## config.mk

```make
export PLATFORM = sky130hd
export DESIGN_NAME = psum_requant_acc
export DESIGN_NICKNAME = d
export VERILOG_FILES = /design/src/rtl/psum_requant_pkg.sv /design/src/rtl/requant_sat.sv /design/src/rtl/psum_requant_acc.sv
export SDC_FILE = /design/constraint.sdc
export NUM_CORES = 1
export LEC_CHECK = 0
export CAP_MARGIN = 20
export CORE_ASPECT_RATIO = 1.1
export CORE_UTILIZATION = 40
export CTS_BUF_LIST = sky130_fd_sc_hd__clkbuf_8
export DETAILED_ROUTE_END_ITERATION = 7
export GPL_TIMING_DRIVEN = 0
export SLEW_MARGIN = 20
export SYNTH_ARGS = -nofsm -noshare
export SYNTH_HDL_FRONTEND = slang
export SYNTH_SLANG_ARGS = --single-unit
```

## constraint.sdc

```tcl
create_clock -name clk_i -period 5.53 [get_ports clk_i]
set_clock_uncertainty 0.2 [all_clocks]
set_input_delay 1.3825 -clock clk_i [delete_from_list [all_inputs] [get_ports clk_i]]
set_output_delay 1.3825 -clock clk_i [all_outputs]
set_load 0.03 [all_outputs]
```

## src/rtl/psum_requant_pkg.sv

```systemverilog
// Shared definitions for the product accumulate / requantize slice.
// Holds the default widths, the FSM state encoding and the saturation bounds
// derived from the output feature width.
package psum_requant_pkg;

  localparam int unsigned P_WIDTH_DEF = 16;
  localparam int unsigned A_WIDTH_DEF = 24;
  localparam int unsigned O_WIDTH_DEF = 8;
  localparam int unsigned S_WIDTH_DEF = 5;

  typedef enum logic {
    IDLE = 1'b0,
    ACC  = 1'b1
  } state_t;

  // Largest / smallest two's-complement value representable in ow bits.
  function automatic longint sat_max(input int unsigned ow);
    return (longint'(1) <<< (ow - 1)) - longint'(1);
  endfunction

  function automatic longint sat_min(input int unsigned ow);
    return -(longint'(1) <<< (ow - 1));
  endfunction

  localparam longint SAT_MAX_DEF = sat_max(O_WIDTH_DEF);
  localparam longint SAT_MIN_DEF = sat_min(O_WIDTH_DEF);

endpackage

```

## src/rtl/requant_sat.sv

```systemverilog
// Combinational requantizer: arithmetic right shift of a wide signed sum,
// optional round-half-up (ACCUM_ROUND_EN), then saturation to O_WIDTH.
// Ports:
//   sum    in  A_WIDTH  signed accumulated sum
//   shift  in  S_WIDTH  right-shift amount
//   data_c out O_WIDTH  signed saturated result
//   sat_c  out 1        result was clipped
// Macro ACCUM_ROUND_EN: add 2^(k-1) before shifting (k > 0).
module requant_sat
  import psum_requant_pkg::*;
#(
  parameter int unsigned A_WIDTH = A_WIDTH_DEF,
  parameter int unsigned O_WIDTH = O_WIDTH_DEF,
  parameter int unsigned S_WIDTH = S_WIDTH_DEF
) (
  input  logic signed [A_WIDTH-1:0] sum,
  input  logic        [S_WIDTH-1:0] shift,
  output logic signed [O_WIDTH-1:0] data_c,
  output logic                      sat_c
);

  localparam logic signed [A_WIDTH:0] HI = (A_WIDTH+1)'(sat_max(O_WIDTH));
  localparam logic signed [A_WIDTH:0] LO = (A_WIDTH+1)'(sat_min(O_WIDTH));

  logic signed [A_WIDTH:0] ext;
  logic signed [A_WIDTH:0] rnd;
  logic signed [A_WIDTH:0] shr;
  logic                    big;

  // One extra bit of headroom keeps the rounding add from wrapping.
  always_comb begin
    ext = {sum[A_WIDTH-1], sum};
    big = (32'(shift) >= A_WIDTH);
    rnd = ext;
`ifdef ACCUM_ROUND_EN
    if ((shift != '0) && !big) begin
      rnd = ext + ((A_WIDTH+1)'(1) << (shift - S_WIDTH'(1)));
    end
`endif
    // Shifts at or beyond the sum width collapse to the sign.
    if (big) begin
      shr = ext[A_WIDTH] ? '1 : '0;
    end else begin
      shr = rnd >>> shift;
    end

    data_c = O_WIDTH'(shr);
    sat_c  = 1'b0;
    if (shr > HI) begin
      data_c = O_WIDTH'(HI);
      sat_c  = 1'b1;
    end else if (shr < LO) begin
      data_c = O_WIDTH'(LO);
      sat_c  = 1'b1;
    end
  end

endmodule

```

## src/rtl/psum_requant_acc.sv

```systemverilog
// Accumulates groups of signed products (closed by a last flag) into a wide
// wrapping accumulator, then shifts and saturates each group sum back to
// feature width and presents it on a registered valid/ready output.
// Ports:
//   clk_i, reset_i                 clock, async active-high reset
//   prod_valid_i/prod_ready_o      product beat handshake
//   prod_data_i, prod_last_i       signed product, end-of-group flag
//   shift_i                        shift amount, used on the last beat
//   out_valid_o/out_ready_i        result handshake
//   out_data_o, sat_o              requantized result and clip flag
// Macro ACCUM_ROUND_EN: round half up instead of truncating (see requant_sat).
module psum_requant_acc
  import psum_requant_pkg::*;
#(
  parameter int unsigned P_WIDTH = P_WIDTH_DEF,
  parameter int unsigned A_WIDTH = A_WIDTH_DEF,
  parameter int unsigned O_WIDTH = O_WIDTH_DEF,
  parameter int unsigned S_WIDTH = S_WIDTH_DEF
) (
  input  logic                      clk_i,
  input  logic                      reset_i,
  input  logic                      prod_valid_i,
  output logic                      prod_ready_o,
  input  logic signed [P_WIDTH-1:0] prod_data_i,
  input  logic                      prod_last_i,
  input  logic        [S_WIDTH-1:0] shift_i,
  output logic                      out_valid_o,
  input  logic                      out_ready_i,
  output logic signed [O_WIDTH-1:0] out_data_o,
  output logic                      sat_o
);

  state_t                    state_q, state_d;
  logic signed [A_WIDTH-1:0] acc_q, acc_d;
  logic signed [A_WIDTH-1:0] prod_ext;
  logic signed [A_WIDTH-1:0] sum_c;
  logic                      beat;
  logic                      emit;
  logic signed [O_WIDTH-1:0] rq_data;
  logic                      rq_sat;

  // Every beat stalls while an unconsumed result is held.
  assign prod_ready_o = !out_valid_o || out_ready_i;
  assign beat         = prod_valid_i && prod_ready_o;
  assign prod_ext     = A_WIDTH'(prod_data_i);
  assign sum_c        = (state_q == ACC) ? acc_q + prod_ext : prod_ext;

  // State and accumulator registers.
  always_ff @(posedge clk_i or posedge reset_i) begin
    if (reset_i) begin
      state_q <= IDLE;
      acc_q   <= '0;
    end else begin
      state_q <= state_d;
      acc_q   <= acc_d;
    end
  end

  // Next-state: a last beat always closes the group and returns to IDLE.
  always_comb begin
    state_d = state_q;
    acc_d   = acc_q;
    emit    = 1'b0;
    if (beat) begin
      if (prod_last_i) begin
        emit    = 1'b1;
        acc_d   = '0;
        state_d = IDLE;
      end else begin
        acc_d   = sum_c;
        state_d = ACC;
      end
    end
  end

  requant_sat #(
    .A_WIDTH(A_WIDTH),
    .O_WIDTH(O_WIDTH),
    .S_WIDTH(S_WIDTH)
  ) u_requant_sat (
    .sum   (sum_c),
    .shift (shift_i),
    .data_c(rq_data),
    .sat_c (rq_sat)
  );

  // Output register; an emit on a transfer cycle reloads without a bubble.
  always_ff @(posedge clk_i or posedge reset_i) begin
    if (reset_i) begin
      out_valid_o <= 1'b0;
      out_data_o  <= '0;
      sat_o       <= 1'b0;
    end else if (emit) begin
      out_valid_o <= 1'b1;
      out_data_o  <= rq_data;
      sat_o       <= rq_sat;
    end else if (out_ready_i) begin
      out_valid_o <= 1'b0;
    end
  end

endmodule

```

==> results of run 1 <==
## final cells by class
type,instances,share of cell area [%]
Buffer,48,3.40
Clock buffer,5,1.09
Clock inverter,3,1.07
Inverter,17,1.01
Multi-Input combinational cell,588,68.4
Sequential cell,35,13.9
Tap cell,157,3.12
Timing Repair Buffer,50,8.02
## placed cells by master, fill, tap and decap left out, drive strengths merged, types with 8 or more instances in the layout
master	n
a211oi	24
clkbuf	34
o21ai	59
nor3	20
ha	23
nand4	16
o21a	13
inv	13
o31ai	11
a21oi	57
a21o	10
nand3	11
and2	12
o22ai	10
xnor2	9
o211ai	15
buf	34
mux2i	27
nor2	59
dfrtp	35
nand2	73
a31oi	8
clkdlybuf4s50	34
## final timing paths
check,start,slack (ns),cells past startpoint,endpoint
setup / recovery,prod_data_i[1],0.11,16,out_data_o[6]$_DFFE_PP0P_
hold / removal,acc_q[14]$_DFFE_PP0P_,0.29,1,acc_q[14]$_DFFE_PP0P_
setup reg to reg,acc_q[0]$_DFFE_PP0P_,1.14,16,out_data_o[6]$_DFFE_PP0P_
hold reg to reg,acc_q[14]$_DFFE_PP0P_,0.29,1,acc_q[14]$_DFFE_PP0P_
max in group asynchronous,reset_i,3.59,3,acc_q[11]$_DFFE_PP0P_
min in group asynchronous,reset_i,1.08,2,out_data_o[0]$_DFFE_PP0P_
## worst max-delay path, delay by kind of cell
family	cells	cell delay, ns
adder cells (fa/ha/maj)	1	0.45
AND/OR/NAND/NOR	3	0.77
buffers and inverters	3	0.81
AO/OA/AOI/OAI	9	2.05
## synthesized netlist by cell type, drive strengths merged (7+ instances only)
cell type   n  area, µm²
nand2      73        274
nor2       59        221
o21ai      59        295
a21oi      57        285
dfrtp      35        876
clkbuf     27        101
mux2i      27        270
a211oi     24        193
ha         23        288
buf        21        109
nor3       20        111
nand4      16        100
o211ai     15        123
inv        13       48.8
o21a       13       97.6
and2       12       75.1
nand3      11       55.1
o31ai      11       87.6
a21o       10       75.1
o22ai      10       62.6
xnor2       9       78.8
a31oi       8       65.1
nand2b      7       43.8
## metal layers
metal  global-route usage [%]  vias up  routed length [µm]
li1                         -     2790                   -
met1                     43.4     2915                8830
met2                     50.0      290                9510
met3                     5.91       40                1680
met4                     15.0        0                 691
met5                        0        -                   0
## state kept, by name (all words and copies together), names as in the netlist
| signal | cells |
|---|---|
| state_q | 1 |
| sat_o | 1 |
| out_valid_o | 1 |
| out_data_o | 8 |
| acc_q | 24 |
## cell families (layout without fill, tap and decap cells)
| family | count (synthesis) | in the layout | synth area share, % |
|---|---|---|---|
| flops | 35 | 35 | 17.0 |
| mux | 37 | 37 | 8.74 |
| fa+ha+maj | 24 | 24 | 5.97 |
| compound gates | 280 | 280 | 38.3 |
| simple gates | 233 | 233 | 22.3 |
| buf+inv | 65 | 123 | 5.32 |
| xor+xnor | 14 | 14 | 2.38 |
## power groups by stage
| stage | clock network [mW] | registers, mW | logic [mW] |
|---|---|---|---|
| 2_1_floorplan | 0 | 0.407 | 0.919 |
| 3_3_place_gp | 0 | 0.362 | 1.36 |
| 3_5_place_dp | 0 | 0.365 | 1.37 |
| 4_1_cts | 0.312 | 0.360 | 1.44 |
| 5_1_grt | 0.317 | 0.368 | 1.66 |
| 6_report | 0.305 | 0.360 | 1.55 |
## timing repair
action,4_1_cts,5_1_grt
resized for setup,30,40
buffers inserted,6,7
setup endpoints to repair,8,8
pin swaps,13,17
## through the flow
step	setup TNS (ns)	hold WS, ns	power (mW)
2_1_floorplan	0	0.253	1.33
3_3_place_gp	-6.57	0.268	1.73
3_5_place_dp	-6.31	0.272	1.74
4_1_cts	0	0.294	2.12
5_1_grt	-0.00527	0.319	2.35
6_report	0	0.288	2.21
==> results list, run 1 <==
- At the later pin of the worst-skew pair, clock insertion delay measures 0.33 ns.
- Worst path max stage delay: 0.50 ns
- Internal power of the cells: 1.08 mW
- After the first detailed-routing iteration, the DRC count stood at 561.
- Once detail routing completed, the nets flagged for antenna violations numbered 0.
* Count of endpoints failing setup in the final report: 0
- Row generation in the floorplan step produced 43 rows.
- Of the available clock period, the critical path in the final layout requires 98.0%.
- The max-slew violation count came to 0.
- Routability Congestion: 0.969
* Fillcell total: 1305
- For this run, design rule violations remaining after detail routing come to 0.
- Dividing the detail-routed wire length by the instance count gives 22.9 µm.
- Share of final-layout standard cells stronger than drive strength 1: 16.5%
- In this run, the clock network consumes 13.8% of the power.
* CTS tree: built
- Synth cell types: 84
- Measured along the y axis, the die boundary spans 121 µm.
- For the pin with the worst max-slew slack, the measured transition is 0.858 ns.
- The routed layout has 6035 vias.
* Number of cells after detailed placement: 882
- Combined area of all synthesized cells: 5150 µm²
* Worst-path clk slew: 0.09 ns
- Largest fanout on the critical path: 8
* Top-level port count: 37
- Most used flip-flop cell after synthesis: dfrtp_1
- The floorplan step set the die width to 110 µm.
- Type of origin of the critical path: primary input
* DP Area: 5730 µm²
- Psw: 1.13 mW
- After detailed routing, the number of vias per cell comes to 6.68.
- Final std cell area, no fill: 6290 µm²
- In this run, post-CTS hold repair placed 0 buffers.
- Worst voltage drop across the vdd grid: 0.178 mV
- Placement Setup Slack: -0.841 ns
* Switching power share of the total: 51.0%
- CTS HTree Levels: 2
* Area of combinational cells with multiple inputs: 4300 µm²
- The flow ran to the end, and the final reports show no timing, DRC or antenna violations.
- Sum of overflow across all layers after global routing: 0
- Asr flop ratio synth: 100%
* Wirelength, routed: 20700 µm
* Area of the placeable core: 12600 µm²
* Combinational power share: 69.9%
* Post-synthesis sequential area ratio: 17.0%
- Counting flops with a built-in enable in the synthesized netlist gives 0.
- Power density over the cells: 352 nW/µm²
- Cells fill 50.0% of the core in the end.
* Gate Count Post-Synth: 688
* HPWL after detailed placement: 16100 µm
* Slowest library cell on the worst path: clkdlybuf4s50_1
- Across all setup checks in the final design, the least slack found is 0.109 ns.
- Vias in the first global route: 5744
* Post-synthesis average cell area: 7.49 µm²
- CTS placed an instance of clkbuf_8 at the clock tree root.
* Diodes inserted: 0
- The tool flagged a number of max-cap violations equal to 0.
- Final cell count without fillers: 903
- Worst slew slack as a fraction of its limit: 42.8%
- Global routing usage summed across all routing layers: 32.4%
* Global-route wire length before repair: 32100 µm
* Critical setup path kind: in2reg
- Area growth from synthesis to layout: 22.1%
* Type of the most critical hold path: reg2reg
- Buffers placed on the I/O ports in this run total 36.
* CTS Buf Count: 5
- The sequential cells in the finished layout cover a total of 876 µm².
- Signal arrival time at the worst endpoint: 5.47 ns
- Endpoint required time on the critical path: 5.58 ns
- CTS saw 35 sinks.
* Initial cell density of the core: 40.9%
* Most frequent CP cell: a21o_1
- Max Fclk: 184 MHz
- The floorplan step defined a die boundary enclosing 13300 µm².
* Largest net degree at the start of global routing: 30
- Element type at the critical path end: flip-flop
- Max Root-Sink Buffers: 2
- The first detailed-routing pass ran for 5 iterations.
* Share of power burned in registers: 16.3%
- Number of nets in the finished design: 795
- Final hold vios: 0
* Synthesis-stage register bit count: 35
- In this run the static leakage power is 2.42 nW.
- Synthesized Nets: 738
* Min cycle time layout: 5.42 ns
- Yosys printed 0 warnings.
- The number of antenna violations at the first check in global routing was 0.
- Critical-path cell list: clkdlybuf4s50_1, fa_2, a21o_1, a221o_1, buf_4, a31o_1, or2_4, o311a_4, a21o_1, a31oi_4, nor4b_4, a41oi_2, nor3_4, buf_12, o22ai_1, a21oi_1
Power figures use the tool's default switching activity.
==> inputs of run 2 (changes only) <==
- CELL_PAD_IN_SITES_DETAIL_PLACEMENT: unset -> 1
- CELL_PAD_IN_SITES_GLOBAL_PLACEMENT: unset -> 1
- PLACE_DENSITY_LB_ADDON: unset -> 0.1
- REMOVE_ABC_BUFFERS: unset -> 1
==> results list, run 2 (synthesis gave the netlist of run 1 again) <==
* Result of the run: finished, final reports clean
- The clock latency on the worst-skew pair came to 0.33 ns (about the same).
- Number of max-cap violations: 0 (unchanged)
- Regs by FF count: acc_q: 24 flops, out_data_o: 8 flops
- Global routing usage summed across all routing layers: 32.1% (-0.35 points)
- From synthesis to final layout, the design area changed by 17.3%.
- The critical path depth in cells came to 16 (unchanged).
* Area of the placeable core: 12600 µm² (unchanged)
- Count of hold-fix buffers inserted at cts: 0 (unchanged)
- Worst-path clk slew: 0.09 ns (about the same)
* Number of pins exceeding their max-slew limit in the final report: 0 (unchanged)
- Family of cells with the greatest summed delay on the critical path: compound AO/OA/AOI/OAI gates
- Width of the die: 110 µm (unchanged)
* Final std cell area, no fill: 6040 µm² (-3.9%)
- The maximum vdd ir drop came to 0.169 mV (-4.9%).
- Critical path buffers and inverters: 3 (unchanged)
* Number of nets in the finished design: 752 (-5.4%)
- The clock share of power was 10.5% (-3.3 points).
- Endpoint required time on the critical path: 5.58 ns (about the same)
* Floorplan die height: 121 µm (unchanged)
- DP Area: 5550 µm² (-3.2%)
* Power density over the cells: 348 nW/µm² (-0.98%)
- The cell row count came to 43 (unchanged).
* Initial cell density of the core: 40.9% (unchanged)
- The first-pass GRT wire length was 32100 µm (about the same).
* Psw: 1.11 mW (-1.3%)
- In this run the worst hold path is classified as reg2reg.
* Type of origin of the critical path: primary input
- Number of cells after detailed placement: 835 (-5.3%)
- The static power due to leakage is 2.28 nW (-5.6%).
* Critical setup path kind: in2reg
- Ratio of final minimum period to clock period: 98.0% (about the same)
- Root buf cell: clkbuf_8
- The die area came to 13300 µm² (unchanged).
- Largest net degree at the start of global routing: 34 (+13%)
* Most frequent standard cell in the layout excluding fill and tap cells: nand2_1
* Switching power share of the total: 52.9% (+1.9 points)
* Violation count after the first detailed-route iteration: 365 (-35%)
- The depth of the worst register-to-register path was 16 (unchanged).
- Min-Delay Path Depth: 2 (+1)
* Number of buffer cells added on primary ports: 36 (unchanged)
* Share of final-layout standard cells stronger than drive strength 1: 15.9% (-0.56 points)
- The time the final worst path needs with I/O delays and setup is 5.42 ns (-0.00357 ns).
* Clock sink total: 35 (unchanged)
- Pre-antenna DRT Iters: 4 (-1)
- Commonest cells after routing, fill and taps aside: 72 x nand2_1, 58 x nor2_1, 50 x o21ai_0, 50 x a21oi_1, 34 x dfrtp_1
* Signal arrival time at the worst endpoint: 5.47 ns (about the same)
- The routed via count divided by cell count came to 6.77 (+1.3%).
- HPWL after detailed placement: 15600 µm (-2.8%)
- Hold Worst Slack: 0.297 ns (+0.00912 ns)
* Fillcell total: 1551 (+19%)
- Final hold vios: 0 (unchanged)
- The antenna diode instance count came to 0 (unchanged).
- CTS tree: built
* Max Fclk: 185 MHz (about the same)
- The clock tree buffer depth came to 2 (unchanged).
- The internal power consumption came to 0.991 mW (-8.6%).
* Largest fanout on the critical path: 4 (-4)
- The register share of total power is 17.6% (+1.3 points).
* WL/cell: 24.3 µm (+6.1%)
* Total via count in the routed design: 5820 (-3.6%)
* CTS Buf Count: 5 (unchanged)
- The proportion of power drawn by combinational gates came to 71.9% (+2.0 points).
* Wirelength, routed: 20900 µm (+1.0%)
* Sum of overflow across all layers after global routing: 0 (unchanged)
- Worst path max stage delay: 0.50 ns (about the same)
* Slowest library cell on the worst path: clkdlybuf4s50_1
* Vias in the first global route: 5860 (+2.0%)
* Routability Congestion: 0.938 (-3.2%)
- The flip-flop count of the largest register, all copies and words added is 24 (unchanged).
- Count of endpoints failing setup in the final report: 0 (unchanged)
- The signal on the critical path passes through clkdlybuf4s50_1, fa_2, a21o_1, a221o_2, a211oi_4, buf_6, mux2i_4, nand3_4, or2_2, o21a_1, o211ai_1, nand4b_1, nor3_4, buf_4, o21ai_1, a21oi_1.
* Worst slew slack as a fraction of its limit: 30.3% (-12 points)
- The worst setup path is captured at a flip-flop.
- The slew at the pin with the worst max-slew slack was 1.04 ns (+0.185 ns).
- The post-detailed-route DRC marker count was 0 (unchanged).
* CTS HTree Levels: 2 (unchanged)
- Number of nets with antenna violations after detailed routing: 0 (unchanged)
- The final non-filler cell total is 860 (-4.8%).
* Register bank with the most flops: acc_q
- The boundary pin count is 37 (unchanged).
- The number of antenna violations at the first check in global routing came to 0 (unchanged).
-- run 2: cell type report --
class	count	area (µm²)	area share, %
multi-input combinational	588	4280	70.9
sequential	35	877	14.5
timing repair buffer	54	519	8.59
tap	157	196	3.25
clock buffer	6	82.6	1.37
inverter	17	71.3	1.18
clock inverter	2	8.76	0.145
timing repair inverter	1	5.00	0.0828
-- run 2: repair_timing --
| action | CTS | global route |
|---|---|---|
| endpoints found under the setup margin | 8 | 8 |
| setup buffers | 8 | 8 |
| endpoints found under the hold margin | 0 | 0 |
| gates resized for setup | 29 | 40 |
| pin swaps | 10 | 14 |
| cloned | 0 | 1 |
-- run 2: power groups by stage --
| stage | sequential, mW | combinational (mW) | clock (mW) |
|---|---|---|---|
| after global placement | 0.376 | 1.31 | 0 |
| after CTS | 0.369 | 1.41 | 0.231 |
| after floorplan | 0.418 | 0.876 | 0 |
| after detailed placement | 0.374 | 1.35 | 0 |
| after global routing | 0.378 | 1.62 | 0.238 |
| final | 0.370 | 1.51 | 0.222 |
-- run 2: metrics by stage --
step | util, % | setup TNS (ns) | power, mW | setup slack, ns
2_1_floorplan | - | 0 | 1.29 | 0.500
3_5_place_dp | 44.0 | -8.27 | 1.72 | -1.05
5_1_grt | 48.0 | -0.0116 | 2.23 | -0.0116
4_1_cts | 46.2 | 0 | 2.01 | 0.00522
3_3_place_gp | 43.7 | -12.22 | 1.68 | -1.56
6_report | 48.0 | 0 | 2.10 | 0.113
-- run 2: final timing paths --
check | from | endpoint | slack (ns)
max | prod_data_i[1] | out_data_o[5]$_DFFE_PP0P_ | 0.11
max reg2reg | acc_q[0]$_DFFE_PP0P_ | out_data_o[5]$_DFFE_PP0P_ | 1.14
min reg2reg | acc_q[5]$_DFFE_PP0P_ | acc_q[5]$_DFFE_PP0P_ | 0.30
min in group asynchronous | reset_i | out_data_o[7]$_DFFE_PP0P_ | 1.16
max in group asynchronous | reset_i | acc_q[19]$_DFFE_PP0P_ | 3.50
min | acc_q[5]$_DFFE_PP0P_ | acc_q[5]$_DFFE_PP0P_ | 0.30
-- run 2: tightest hold or removal path, cell delays in order, from the launching register on --
cell and delay, ns:
dfrtp_1 0.36, nand2_1 0.05, o21ai_0 0.06
-- run 2: per-layer routing --
layer	track usage, %	wire length, µm	vias up
li1	-	-	2690
met1	41.7	9090	2908
met2	52.6	10000	185
met3	5.59	1150	37
met4	11.7	640	0
met5	0	0	-
